**config.mk**
```make
export PLATFORM = sky130hd
export DESIGN_NAME = uart_tx_drain
export DESIGN_NICKNAME = d
export VERILOG_FILES = /design/src/rtl/cold_storage_pkg.sv /design/src/rtl/uart_baud_counter.sv /design/src/rtl/uart_tx_drain.sv
export SDC_FILE = /design/constraint.sdc
export NUM_CORES = 1
export LEC_CHECK = 0
export CORE_ASPECT_RATIO = 1.1
export CORE_MARGIN = 5
export CORE_UTILIZATION = 59
export CTS_CLUSTER_SIZE = 16
export DETAILED_ROUTE_END_ITERATION = 7
export PLACE_DENSITY = 0.85
export SLEW_MARGIN = 20
export SYNTH_ARGS = -nofsm -noshare
export SYNTH_HDL_FRONTEND = slang
export SYNTH_HIERARCHICAL = 1
export SYNTH_SLANG_ARGS = --single-unit
```
**constraint.sdc**
```tcl
create_clock -name clk_1MHz -period 5.3 [get_ports clk_1MHz]
set_input_delay 1.59 -clock clk_1MHz [delete_from_list [all_inputs] [get_ports clk_1MHz]]
set_output_delay 1.59 -clock clk_1MHz [all_outputs]
set_load 0.03 [all_outputs]
```
**src/rtl/cold_storage_pkg.sv**
```systemverilog
// Shared definitions for the cold-storage controller.
// FSM encodings, UART defaults and line levels.
package cold_storage_pkg;

    localparam logic [2:0] ST_IDLE   = 3'd0;
    localparam logic [2:0] ST_FETCH  = 3'd1;
    localparam logic [2:0] ST_LOAD   = 3'd2;
    localparam logic [2:0] ST_START  = 3'd3;
    localparam logic [2:0] ST_DATA   = 3'd4;
    localparam logic [2:0] ST_PARITY = 3'd5;
    localparam logic [2:0] ST_STOP   = 3'd6;

    localparam int   DEF_CLKS_PER_BIT = 104;
    localparam logic UART_IDLE_LEVEL  = 1'b1;

    typedef enum logic [2:0] {
        IDLE   = ST_IDLE,
        FETCH  = ST_FETCH,
        LOAD   = ST_LOAD,
        START  = ST_START,
        DATA   = ST_DATA,
        PARITY = ST_PARITY,
        STOP   = ST_STOP
    } tx_state_e;

endpackage

```
**src/rtl/uart_baud_counter.sv**
```systemverilog
// Bit-period counter for the UART drain.
// Counts 0..CLKS_PER_BIT-1 and flags the last cycle of each bit.
module uart_baud_counter #(
    parameter int CLKS_PER_BIT = 104
) (
    input  logic clk_1MHz,
    input  logic rst_n,
    input  logic clr_i,
    input  logic en_i,
    output logic bit_end_o
);

    localparam int            CW   = $clog2(CLKS_PER_BIT);
    localparam logic [CW-1:0] LAST = CW'(CLKS_PER_BIT - 1);

    logic [CW-1:0] cnt_q;
    logic [CW-1:0] cnt_d;

    // Next count: clear wins, otherwise wrap at the end of a bit.
    always_comb begin
        cnt_d = cnt_q;
        if (clr_i) begin
            cnt_d = '0;
        end else if (en_i) begin
            if (cnt_q == LAST) begin
                cnt_d = '0;
            end else begin
                cnt_d = cnt_q + 1'b1;
            end
        end
    end

    // Count register.
    always_ff @(posedge clk_1MHz or negedge rst_n) begin
        if (!rst_n) begin
            cnt_q <= '0;
        end else begin
            cnt_q <= cnt_d;
        end
    end

    assign bit_end_o = en_i && !clr_i && (cnt_q == LAST);

endmodule

```
**src/rtl/uart_tx_drain.sv**
```systemverilog
// Drains the sample FIFO one byte at a time onto the
// telemetry UART line: start, data LSB-first, opt. parity, stop.
module uart_tx_drain
    import cold_storage_pkg::*;
#(
    parameter int CLKS_PER_BIT = DEF_CLKS_PER_BIT,
    parameter int DATA_WIDTH   = 8,
    parameter int PARITY_EN    = 0
) (
    input  logic                  clk_1MHz,
    input  logic                  rst_n,
    input  logic                  enable,
    input  logic                  fifo_empty,
    input  logic [DATA_WIDTH-1:0] fifo_data,
    output logic                  fifo_rd_en,
    output logic                  tx,
    output logic                  busy,
    output logic                  frame_done
);

    localparam int            IW       = $clog2(DATA_WIDTH) + 1;
    localparam logic [IW-1:0] LAST_IDX = IW'(DATA_WIDTH - 1);

    tx_state_e             state_q;
    tx_state_e             state_d;
    logic [DATA_WIDTH-1:0] shift_q;
    logic [DATA_WIDTH-1:0] shift_d;
    logic [IW-1:0]         idx_q;
    logic [IW-1:0]         idx_d;
    logic                  par_q;
    logic                  par_d;
    logic                  tx_q;
    logic                  tx_d;
    logic                  bit_end;
    logic                  cnt_clr;
    logic                  cnt_en;

    assign cnt_clr = (state_q == LOAD);
    assign cnt_en  = (state_q == START) || (state_q == DATA) ||
                     (state_q == PARITY) || (state_q == STOP);

    uart_baud_counter #(
        .CLKS_PER_BIT(CLKS_PER_BIT)
    ) u_baud (
        .clk_1MHz (clk_1MHz),
        .rst_n    (rst_n),
        .clr_i    (cnt_clr),
        .en_i     (cnt_en),
        .bit_end_o(bit_end)
    );

    // Frame sequencing, byte capture and shifting.
    always_comb begin
        state_d = state_q;
        shift_d = shift_q;
        idx_d   = idx_q;
        par_d   = par_q;
        unique case (state_q)
            IDLE: begin
                if (enable && !fifo_empty) begin
                    state_d = FETCH;
                end
            end
            FETCH: begin
                state_d = LOAD;
            end
            LOAD: begin
                shift_d = fifo_data;
                par_d   = ^fifo_data;
                idx_d   = '0;
                state_d = START;
            end
            START: begin
                if (bit_end) begin
                    state_d = DATA;
                end
            end
            DATA: begin
                if (bit_end) begin
                    shift_d = shift_q >> 1;
                    if (idx_q == LAST_IDX) begin
                        idx_d   = '0;
                        state_d = (PARITY_EN != 0) ? PARITY : STOP;
                    end else begin
                        idx_d = idx_q + 1'b1;
                    end
                end
            end
            PARITY: begin
                if (bit_end) begin
                    state_d = STOP;
                end
            end
            STOP: begin
                if (bit_end) begin
                    state_d = IDLE;
                end
            end
            default: begin
                state_d = IDLE;
            end
        endcase
    end

    // Line level for the coming cycle, so tx is a clean register.
    always_comb begin
        tx_d = UART_IDLE_LEVEL;
        unique case (state_d)
            START:   tx_d = 1'b0;
            DATA:    tx_d = shift_d[0];
            PARITY:  tx_d = par_d;
            default: tx_d = UART_IDLE_LEVEL;
        endcase
    end

    // State, datapath and line registers.
    always_ff @(posedge clk_1MHz or negedge rst_n) begin
        if (!rst_n) begin
            state_q <= IDLE;
            shift_q <= '0;
            idx_q   <= '0;
            par_q   <= 1'b0;
            tx_q    <= UART_IDLE_LEVEL;
        end else begin
            state_q <= state_d;
            shift_q <= shift_d;
            idx_q   <= idx_d;
            par_q   <= par_d;
            tx_q    <= tx_d;
        end
    end

    assign tx         = tx_q;
    assign fifo_rd_en = (state_q == FETCH);
    assign busy       = (state_q != IDLE);
    assign frame_done = (state_q == STOP) && bit_end;

endmodule
```
# Word-level counts from Yosys, hierarchy flattened
# Index checks and enable logic that the tools add are counted.
# word_totals
in_bits,12
word_cells,53
ff_bits,24
out_inout_bits,4
# classes
n_eq_ne,12
addsub,2
n_mux,17
n_reduce_logical,15
# op_table
operator,n
7-bit two-way mux,3
3-bit case mux with 7 select lines,1
3-bit two-way mux,6
8-bit case mux with 2 select lines,1
"3-bit equality test, second input constant",5
"3-bit by 2-bit equality test with 1-bit output, second input constant",3
4-bit two-way mux,2
8-bit two-way mux,1
4-bit case mux with 2 select lines,1
8-bit XOR reduction,1
"7-bit by 1-bit adder with 7-bit output, second input constant",1
"7-bit equality test, second input constant",1
"4-bit by 1-bit adder with 4-bit output, second input constant",1
"4-bit by 3-bit equality test with 1-bit output, second input constant",1
1-bit logical AND,4
2-bit nonzero test,2
"3-bit by 1-bit equality test with 1-bit output, second input constant",1
3-bit zero test,1
1-bit logical OR,3
1-bit case mux with 3 select lines,1
3-bit nonzero test,1
1-bit zero test,2
"2-bit != test, second input constant",1
2-bit AND reduction,1
1-bit two-way mux,1

# Logic depth before layout (Yosys ltp)
# Gate-level depths: netlist (run 1).
# logic_depth
word_depth,10
mapped_depth,12
mapped_depth_nobuf,8

# By module
# Netlist (run 1), hierarchy kept.
# modules_own_cells
mod,seq_area_each_um2,cells_each,area_each_um2,n_inst
uart_tx_drain,426.7,105,1006.0,1
uart_baud_counter,175.2,44,430.4,1

# Worst setup path before layout (run 1)
# No wires, ideal clock.
# synth_path
kind,reg-to-output
from,reg state_q[2]
to,out frame_done
t_required_ps,3710
setup_slack_ps,1449
t_arrival_ps,2261
n_path_buf,4
stages_incl_launch_ff,10
cell_sequence,dfrtp_1 > clkbuf_1 > clkbuf_1 > xnor2_1 > buf_6 > inv_1 > nor4_1 > clkbuf_1 > and3b_1 > and2_1
# synth_via
elab_chain_len,7
word_cells_on_any_way,12
classes_between,eq/ne (5); reduce/logical (7)
# synth_rtl
item,line_no,source
"start, declared",uart_tx_drain.sv:24,tx_state_e state_q;
"start signal, assigned",uart_tx_drain.sv:125,state_q <= state_d;
3-bit by 2-bit equality test with 1-bit output / 3-bit equality test (equally long branches),uart_tx_drain.sv:39,assign cnt_en = (state_q == START) || (state_q == DATA) ||
1-bit logical OR (2 in a row),uart_tx_drain.sv:39,
1-bit logical OR (*),uart_tx_drain.sv:40,(state_q == PARITY) || (state_q == STOP);
via cnt_en,uart_tx_drain.sv:36,logic cnt_en;
1-bit logical AND (*) (2 in a row),uart_baud_counter.sv:42,assign bit_end_o = en_i && !clr_i && (cnt_q == LAST);
via bit_end,uart_tx_drain.sv:34,logic bit_end;
1-bit logical AND (*),uart_tx_drain.sv:136,assign frame_done = (state_q == STOP) && bit_end;
"end, declared",uart_tx_drain.sv:18,output logic frame_done
# Mark *: on every way through the listed nets, which the timed path passes. The rest lies on a longest branch.

# Worst setup path after layout (run 1)
# layout_path
from,reg state_q[0]
to,out frame_done
# Same word-level chain as after synthesis.

==> results of run 1 <==
==> sequential cells by signal (all words and copies together) (netlist names) <==
name,cells
idx_q,4
state_q,3
tx,1
shift_q,8
u_baud/cnt_q,7
par_q,1
==> Yosys cell counts, drive strengths merged, types with 2 or more instances <==
library cell	instances	share of area
nand3	3	0.010
a21oi	8	0.028
o211ai	3	0.016
nor2b	7	0.030
o31ai	2	0.014
and3b	2	0.012
or3	2	0.0087
nand4	2	0.0087
o21ai	11	0.038
nor2	4	0.012
ha	2	0.017
a22oi	6	0.031
nor3b	3	0.019
xnor2	9	0.055
nand2	23	0.071
dfrtp	23	0.40
clkbuf	6	0.016
buf	3	0.021
inv	2	0.0052
o21bai	2	0.010
nor4b	2	0.012
nand4b	2	0.012
and4	2	0.013
==> logic make-up (layout without fill, tap and decap cells) <==
logic type	Yosys count	in the layout	share of synthesized area
compound gates	39	39	0.1777
xor+xnor	10	10	0.06098
fa+ha+maj	2	2	0.01742
buf+inv	12	23	0.04878
flops	24	24	0.4190
mux	1	1	0.007839
simple gates	61	61	0.2683
==> per-layer routing <==
layer,global-route usage,vias to the layer above,wire length [µm]
met4,0.05960,0,15
met5,0,-,0
li1,-,563,-
met3,0.02893,2,124
met1,0.2113,529,1264
met2,0.2871,22,1277
==> per-stage QoR <==
step	util	instance area [µm²]
global route	0.7070	1624
CTS	0.7092	1629
detailed placement	0.6863	1577
finish	0.7070	1624
floorplan	-	1436
global placement	0.6863	1577
==> power groups by stage <==
stage	Combinational [mW]	Sequential [mW]	Clock, mW
after floorplan	0.155	0.288	0
after global placement	0.184	0.298	0
after detailed placement	0.194	0.301	0
after CTS	0.194	0.297	0.136
after global routing	0.214	0.307	0.145
final	0.192	0.298	0.132
==> placed cells by master, fill, tap and decap left out, types with 2 or more instances in the layout <==
cell	netlist	final
sky130_fd_sc_hd__inv_1	2	2
sky130_fd_sc_hd__buf_4	1	2
sky130_fd_sc_hd__a21oi_1	8	8
sky130_fd_sc_hd__clkdlybuf4s50_1	0	14
sky130_fd_sc_hd__ha_1	2	2
sky130_fd_sc_hd__or3_1	2	2
sky130_fd_sc_hd__nor4b_1	2	2
sky130_fd_sc_hd__o21ai_1	4	4
sky130_fd_sc_hd__nand4_1	2	2
sky130_fd_sc_hd__o211ai_1	3	3
sky130_fd_sc_hd__o21bai_1	2	2
sky130_fd_sc_hd__nand4b_1	2	2
sky130_fd_sc_hd__nand3_1	3	3
sky130_fd_sc_hd__nor3b_1	2	2
sky130_fd_sc_hd__nand2_1	22	22
sky130_fd_sc_hd__a22oi_1	6	6
sky130_fd_sc_hd__o21ai_0	7	7
sky130_fd_sc_hd__and3b_1	2	2
sky130_fd_sc_hd__clkbuf_4	0	3
sky130_fd_sc_hd__nor2_1	3	3
sky130_fd_sc_hd__nor2b_1	7	7
sky130_fd_sc_hd__xnor2_1	9	9
sky130_fd_sc_hd__dfrtp_1	23	23
==> path summary, 6_finish.rpt <==
| kind | start | endpoint | cells after the start | slack (ns) |
|---|---|---|---|---|
| hold reg to reg | shift_q[3]$_DFFE_PN0P_ | shift_q[3]$_DFFE_PN0P_ | 2 | 0.49 |
| max in group asynchronous | rst_n | tx$_DFF_PN1_ | 1 | 3.71 |
| setup reg to reg | state_q[0]$_DFF_PN0_ | idx_q[3]$_DFFE_PN0P_ | 9 | 2.01 |
| hold / removal | shift_q[3]$_DFFE_PN0P_ | shift_q[3]$_DFFE_PN0P_ | 2 | 0.49 |
| min in group asynchronous | rst_n | u_baud/cnt_q[1]$_DFFE_PN0P_ | 1 | 1.23 |
| setup / recovery | state_q[0]$_DFF_PN0_ | frame_done | 8 | 0.42 |
==> cell type report <==
cell class,count,area [µm²]
fill,188,673.1
tap,30,37.54
clock buffer,3,22.52
multi-input combinational,113,764.5
sequential,24,601.8
timing repair buffer,17,160.2
inverter,2,7.507
clock inverter,1,30.03
==> worst max-delay path: cells and delay by family, from the launching register on <==
family | cells | cell delay [ns]
XOR/XNOR | 1 | 0.50
AND/OR/NAND/NOR | 4 | 0.76
buffers and inverters | 3 | 1.04
flip-flops | 1 | 0.68
==> summary by stage, run 1 <==
Global route
The total overflow reported by the global router is 0. The number of global-route vias before repair is 1043. Entering global routing, the biggest net connects 25 pins. The number of antenna violations at the first check in global routing was 0. The global routing usage summed across all routing layers is 0.1654. The first global-routing pass estimated 4547 µm of wire.

Clock tree
The clock transition at the register clock pins on the worst setup and hold paths after CTS is 0.13 ns. The tree is rooted in a sky130_fd_sc_hd__clkbuf_4. Buffers inserted during clock tree synthesis total 3. The deepest clock path buffer count is 2. The number of gates given a new drive strength after cts is 0.

The level count of the clock H-tree is 1. In this run the post-CTS setup repair buffer count came out at 0. The clock tree from TritonCTS is yes. The TritonCTS sink count is 24.

Buffers inserted to repair hold after CTS numbered 0. The clock reaches the later pin of the worst-skew pair after 0.31 ns.

STA
Setup violations remaining at the end of the flow were counted as 0. After routing, the total negative slack on setup checks comes to 0 ns. Across the routed clock network, the largest skew measured is 0.004462 ns.

Measured against its own limit, the worst slew margin works out to 0.6117. The period utilization is 0.9216. The worst slack on hold paths is 0.4869 ns.

The final count of pins violating max slew was 0. The number of hold violations in the final report is 0. The worst path needs 4.884 ns of the cycle, external delays included. Setup slack closes at 0.4156 ns. Based on the critical path, the design can be clocked at up to 204.7 MHz. Setup repair after global routing left no endpoint under its margin. The worst-margin pin slew is 0.5783 ns.

Synth
The most used flip-flop cell after synthesis is sky130_fd_sc_hd__dfrtp_1. The mean post-synth cell area is 9.640 µm². The number of instances in the synthesized netlist is 149. After synthesis the cells add up to 0.001436 mm².

The number of library cell types mapped by synthesis is 50. Yosys mapped a number of flops with a built-in enable equal to 0. The number of nets handed over by synthesis was 163. Of all flip-flops after synthesis, the portion carrying an async set or reset was 1.000. The share of the Yosys chip area taken by registers is 0.4190. The flop and latch count out of synthesis is 24.

For this run, the number of Yosys warnings is 6.

Critical path
The endpoint arrival time on the critical path is 3.29 ns. The signal on the critical path passes through nand2_1 > xnor2_1 > inv_1 > nor4_1 > buf_4 > and3b_1 > and2_1 > clkdlybuf4s50_1. The biggest cell delay along the critical path is 0.68 ns. Data on the critical path is required at its endpoint by 3.71 ns. The critical path is of the reg -> out type. The largest individual stage delay along the critical path comes from the cell sky130_fd_sc_hd__dfrtp_1. In this run the worst path has a maximum fanout of 19.

The worst setup path is launched from a flop. The worst setup path is captured at an output pin.

Finish
The net total in the final layout is 175. The finished layout holds 190 standard cells, fillers aside. The number of antenna diodes in the final layout is 0. Compared with the post-synthesis result, the final layout area differs by 13.07%. The fraction of layout cells with a size suffix above 1 is 0.1000.

Drt
Before antenna repair, the detailed router went through 4 iterations. The number of remaining DRC errors is 0. The wire length per cell after detailed routing is 14.11 µm.

For this block, the initial DRC count from the detailed router was 25. The count of vias placed by the detailed router is 1116. The total wirelength of the detailed-routed design is 2681 µm. Once detail routing completed, the nets flagged for antenna violations numbered 0. Dividing the detail-routed via count by the number of cells gives 5.874.

Placed design
The routability-driven placement congestion ratio is 0.9270. The instance count after placement with tap cells included is 186. The count of port buffers added during placement is 15. The placement-stage worst setup slack is 0.8219 ns. Detailed placement finished with a half-perimeter wire length of 1960 µm.

Floorplanning
The die span in y is 61.75 µm. The initial utilization of the core area, before any placement, comes to 0.6253. The floorplan step defined a die boundary enclosing 0.003523 mm². For this design the top-level I/O count stands at 16.

The floorplan has 18 rows. From left edge to right edge, the die measures 57.05 µm. The floorplan step defined a core boundary enclosing 0.002297 mm².

Power and ir drop
The share of total power in combinational logic is 0.308. The switching part of the total is 0.3438. The total power is 0.6227 mW. The share of total power dissipated in the clock network is 0.213. Dividing total power by cell area gives a power density of 383.4 mW/mm². Cell internal power was estimated by the tool at 0.4086 mW.

In this run the power spent charging and discharging nets is 0.2141 mW. The sequential cell fraction of total power is 0.479. The standby leakage power is 0.6677 nW. VDD sags by at most 0.0002906 V.

Flow run
Max-cap violations in this run came to 0.

Outcome
The run finished with clean final reports.

Hold path
The worst min-delay path class is reg -> reg.
No activity file was read; power rests on OpenSTA's default activity.
==> run 2: changes to the inputs <==
==> constraint.sdc (replaced) <==
create_clock -name clk_1MHz -period 5.3 [get_ports clk_1MHz]
set_input_delay 1.59 -clock clk_1MHz [delete_from_list [all_inputs] [get_ports clk_1MHz]]
set_output_delay 1.59 -clock clk_1MHz [all_outputs]
set_load 0.01 [all_outputs]
==> results of run 2 <==
Same layout as run 1 (identical final DEF). Status: finished, final reports clean.
Main changes from that run: final weighted congestion in routability-driven placement 0.9270 -> 0.9271; setup slack after placement 0.8219 ns -> 0.9564 ns; setup slack after layout 0.4156 ns -> 0.5502 ns; total power 0.6227 mW -> 0.6146 mW; worst IR drop on VDD 0.0002906 V -> 0.0002872 V
==> run 3: changes to the inputs <==
--- a/config.mk
+++ b/config.mk
@@ -5,6 +5,7 @@
 export SDC_FILE = /design/constraint.sdc
 export NUM_CORES = 1
 export LEC_CHECK = 0
+export CAP_MARGIN = 20
 export CORE_ASPECT_RATIO = 1.1
 export CORE_MARGIN = 5
 export CORE_UTILIZATION = 59
==> constraint.sdc (replaced) <==
create_clock -name clk_1MHz -period 5.3 [get_ports clk_1MHz]
set_input_delay 1.59 -clock clk_1MHz [delete_from_list [all_inputs] [get_ports clk_1MHz]]
set_output_delay 1.59 -clock clk_1MHz [all_outputs]
set_load 0.05 [all_outputs]
==> run 3 against run 2 <==
Compared with the run above: design area decreased by 1.2%; largest cell class unchanged; fmax is 7.4% higher; non-clock buffer count stayed put; sequential power is 1% higher.
==> summary by stage, run 3 (synthesis results as in run 1) <==
Drt
In the final routed layout, each cell accounts on average for 14.53 µm. The first routing iteration left 54 violations. The detailed-route vias per instance is 6.111.

The total wirelength of the detailed-routed design is 2761 µm. Once detail routing completed, the nets flagged for antenna violations numbered 0. The pre-antenna-repair detailed-routing pass consisted of 4 iterations.

The count of vias placed by the detailed router is 1161. The number of remaining DRC errors is 0.

Finish
The fraction of layout cells with a size suffix above 1 is 0.1063. The register with the most flip-flops is shift_q. The top cell types in the final layout, fill and taps aside, are 23 x sky130_fd_sc_hd__dfrtp_1, 22 x sky130_fd_sc_hd__nand2_1, 13 x sky130_fd_sc_hd__clkdlybuf4s50_1, 9 x sky130_fd_sc_hd__xnor2_1, 8 x sky130_fd_sc_hd__a21oi_1.

The number of flip-flops in the largest register is 8. The filler cells instantiated in the layout total 201. After the last flow step, the layout net total stands at 175. The number of antenna diodes in the final layout is 0. The largest registers in the layout are shift_q x8, u_baud/cnt_q x7, idx_q x4. At the end of the flow the core is filled with cells to 0.6988. The most frequent standard cell in the layout excluding fill and tap cells is sky130_fd_sc_hd__dfrtp_1. The area added between synthesis and finish is 11.76%.

STA
The worst-case setup margin in the final layout is 0.8793 ns. The worst-margin pin slew is 0.6187 ns. The worst relative slew slack is 0.5845. The final setup violation count is 0. The number of hold violations in the final report was 0. The final count of pins violating max slew is 0. The clock skew after layout is 0.006712 ns. Subtracting the final worst setup slack from the clock period gives 4.421 ns. The setup TNS is 0 ns. Setup repair after global routing left no endpoint under its margin. The period utilization is 0.8341. Timing would allow up to 226.2 MHz.

Clock tree
The level count of the clock H-tree is 1. No sink is reached through more buffers than the 2 on the longest clock path. The clock transition at the register clock pins on the worst setup and hold paths after CTS is 0.13 ns.

In this run the clock root is driven by a sky130_fd_sc_hd__clkbuf_4. Clock tree synthesis inserted a total of 3 buffers. In this run the post-CTS setup repair buffer count came out at 0. In this run, post-CTS hold repair placed 0 buffers. The insertion delay to the later sink of the worst-skew pair is 0.32 ns. The TritonCTS sink count is 24. Once the clock tree was built, the resizer swapped 0 gates to a different size.

TritonCTS built the clock tree.

Floorplanning
The total number of placement rows is 18. The starting density of the core is 0.6253. The horizontal die dimension is 57.05 µm.

The number of I/O pins is 16. The floorplan step set the die height to 61.75 µm. The full die area is 0.003523 mm². After floorplanning, the core was sized to cover 0.002297 mm².

Critical path
The signal on the critical path passes through nand2_1 > xnor2_1 > inv_1 > nor4_1 > buf_4 > and3b_1 > and2_1 > buf_4. The worst reg-to-reg setup slack is 2.01 ns. The classification of the worst setup path is reg -> out. The capture point of the worst reg-to-reg path is idx_q[3]$_DFFE_PN0P_.

Counting cells, the worst reg-to-reg path comes to 9. Data on the critical path arrives at its endpoint at 2.83 ns. The end of the critical path is frame_done. By instance count, the cell type seen most on the critical path is sky130_fd_sc_hd__buf_4. The startpoint of the most critical setup path is state_q[0]$_DFF_PN0_. The data required time at the worst endpoint is 3.71 ns. On the critical path, the stage with the largest delay is an instance of sky130_fd_sc_hd__dfrtp_1.

In this run the worst path has a maximum fanout of 19. The critical path endpoint category is an output pin. In this run the critical register-to-register path is launched from state_q[0]$_DFF_PN0_.

STA classifies the critical path startpoint as a flop. The biggest cell delay along the critical path is 0.68 ns.

Global route
The first-pass GRT wire length is 4795 µm. The most congested layer reported by global routing is met2. The number of global-route vias before repair is 1093.

In the global route stage, met3 resource usage came out at 0.02479. The number of antenna violations at the first check in global routing is 0. The global routing met2 resource utilization is 0.3034. The global routing usage summed across all routing layers is 0.1749. The total overflow reported by the global router is 0.

The global-route met1 utilization is 0.2234. Entering global routing, the biggest net connects 25 pins.

Flow run
The count of max-cap constraint violations is 0.

Power and ir drop
In this run the power density over the cells is 373.7 mW/mm². Across the VDD grid, the largest voltage drop is 0.0002716 V. The standby leakage power is 0.6628 nW.

Hold path
The worst hold path was traced through 2 stages. The worst min-delay path class is reg -> reg.

Placed design
The routability-driven placement congestion ratio is 0.8817. The placement-stage worst setup slack is 1.273 ns. The post-detailed-placement half-perimeter wirelength is 1994 µm. The count of port buffers added during placement is 15.

Outcome
The run finished with clean final reports.
[run 3: layer usage]
layer	up-vias	part of all wire
met5	-	0
li1	562	-
met2	39	0.47
met1	556	0.45
met3	4	0.061
met4	0	0.015
[run 3: cell type report]
| cell class | count | area (µm²) | area share |
|---|---|---|---|
| clock buffer | 4 | 36.28 | 0.02260 |
| inverter | 2 | 7.507 | 0.004677 |
| tap | 30 | 37.54 | 0.02338 |
| timing repair buffer | 17 | 157.7 | 0.09821 |
| multi-input combinational | 113 | 764.5 | 0.4762 |
| sequential | 24 | 601.8 | 0.3749 |
[run 3: worst min-delay path by stage]
| stage | startpoint | endpoint | slack, ns |
|---|---|---|---|
| 2_1_floorplan | shift_q[1]$_DFFE_PN0P_ | shift_q[1]$_DFFE_PN0P_ | 0.44 |
| 3_3_place_gp | shift_q[4]$_DFFE_PN0P_ | shift_q[4]$_DFFE_PN0P_ | 0.46 |
| 3_5_place_dp | shift_q[5]$_DFFE_PN0P_ | shift_q[5]$_DFFE_PN0P_ | 0.46 |
| 4_1_cts | shift_q[5]$_DFFE_PN0P_ | shift_q[5]$_DFFE_PN0P_ | 0.49 |
| 5_1_grt | idx_q[3]$_DFFE_PN0P_ | idx_q[3]$_DFFE_PN0P_ | 0.51 |
| 6_report | shift_q[6]$_DFFE_PN0P_ | shift_q[6]$_DFFE_PN0P_ | 0.50 |
[run 3: power breakdown]
group / internal, mW / leakage, nW / switching, mW / total [mW]
Combinational: 0.0908 / 0.343 / 0.110 / 0.201
Sequential: 0.241 / 0.299 / 0.0603 / 0.302
Clock: 0.0420 / 0.0210 / 0.0554 / 0.0974
Total: 0.374 / 0.663 / 0.226 / 0.600
[run 3: stage by stage]
stage	std cells	power, mW	cell area (µm²)	hold slack, ns
5_1_grt	190	0.6404	1605	0.5088
2_1_floorplan	149	0.4516	1436	0.4389
6_report	190	0.5999	1605	0.4958
3_5_place_dp	186	0.5045	1574	0.4643
3_3_place_gp	186	0.4906	1574	0.4561
4_1_cts	190	0.6010	1610	0.4934
[run 3: critical path: cells and delay by family (launching register included)]
kind / cells / cell delay (ns)
xor gates and xnor gates: 1 / 0.53
buffers and inverters: 3 / 0.56
DFF: 1 / 0.68
and+or+nand+nor: 4 / 0.74
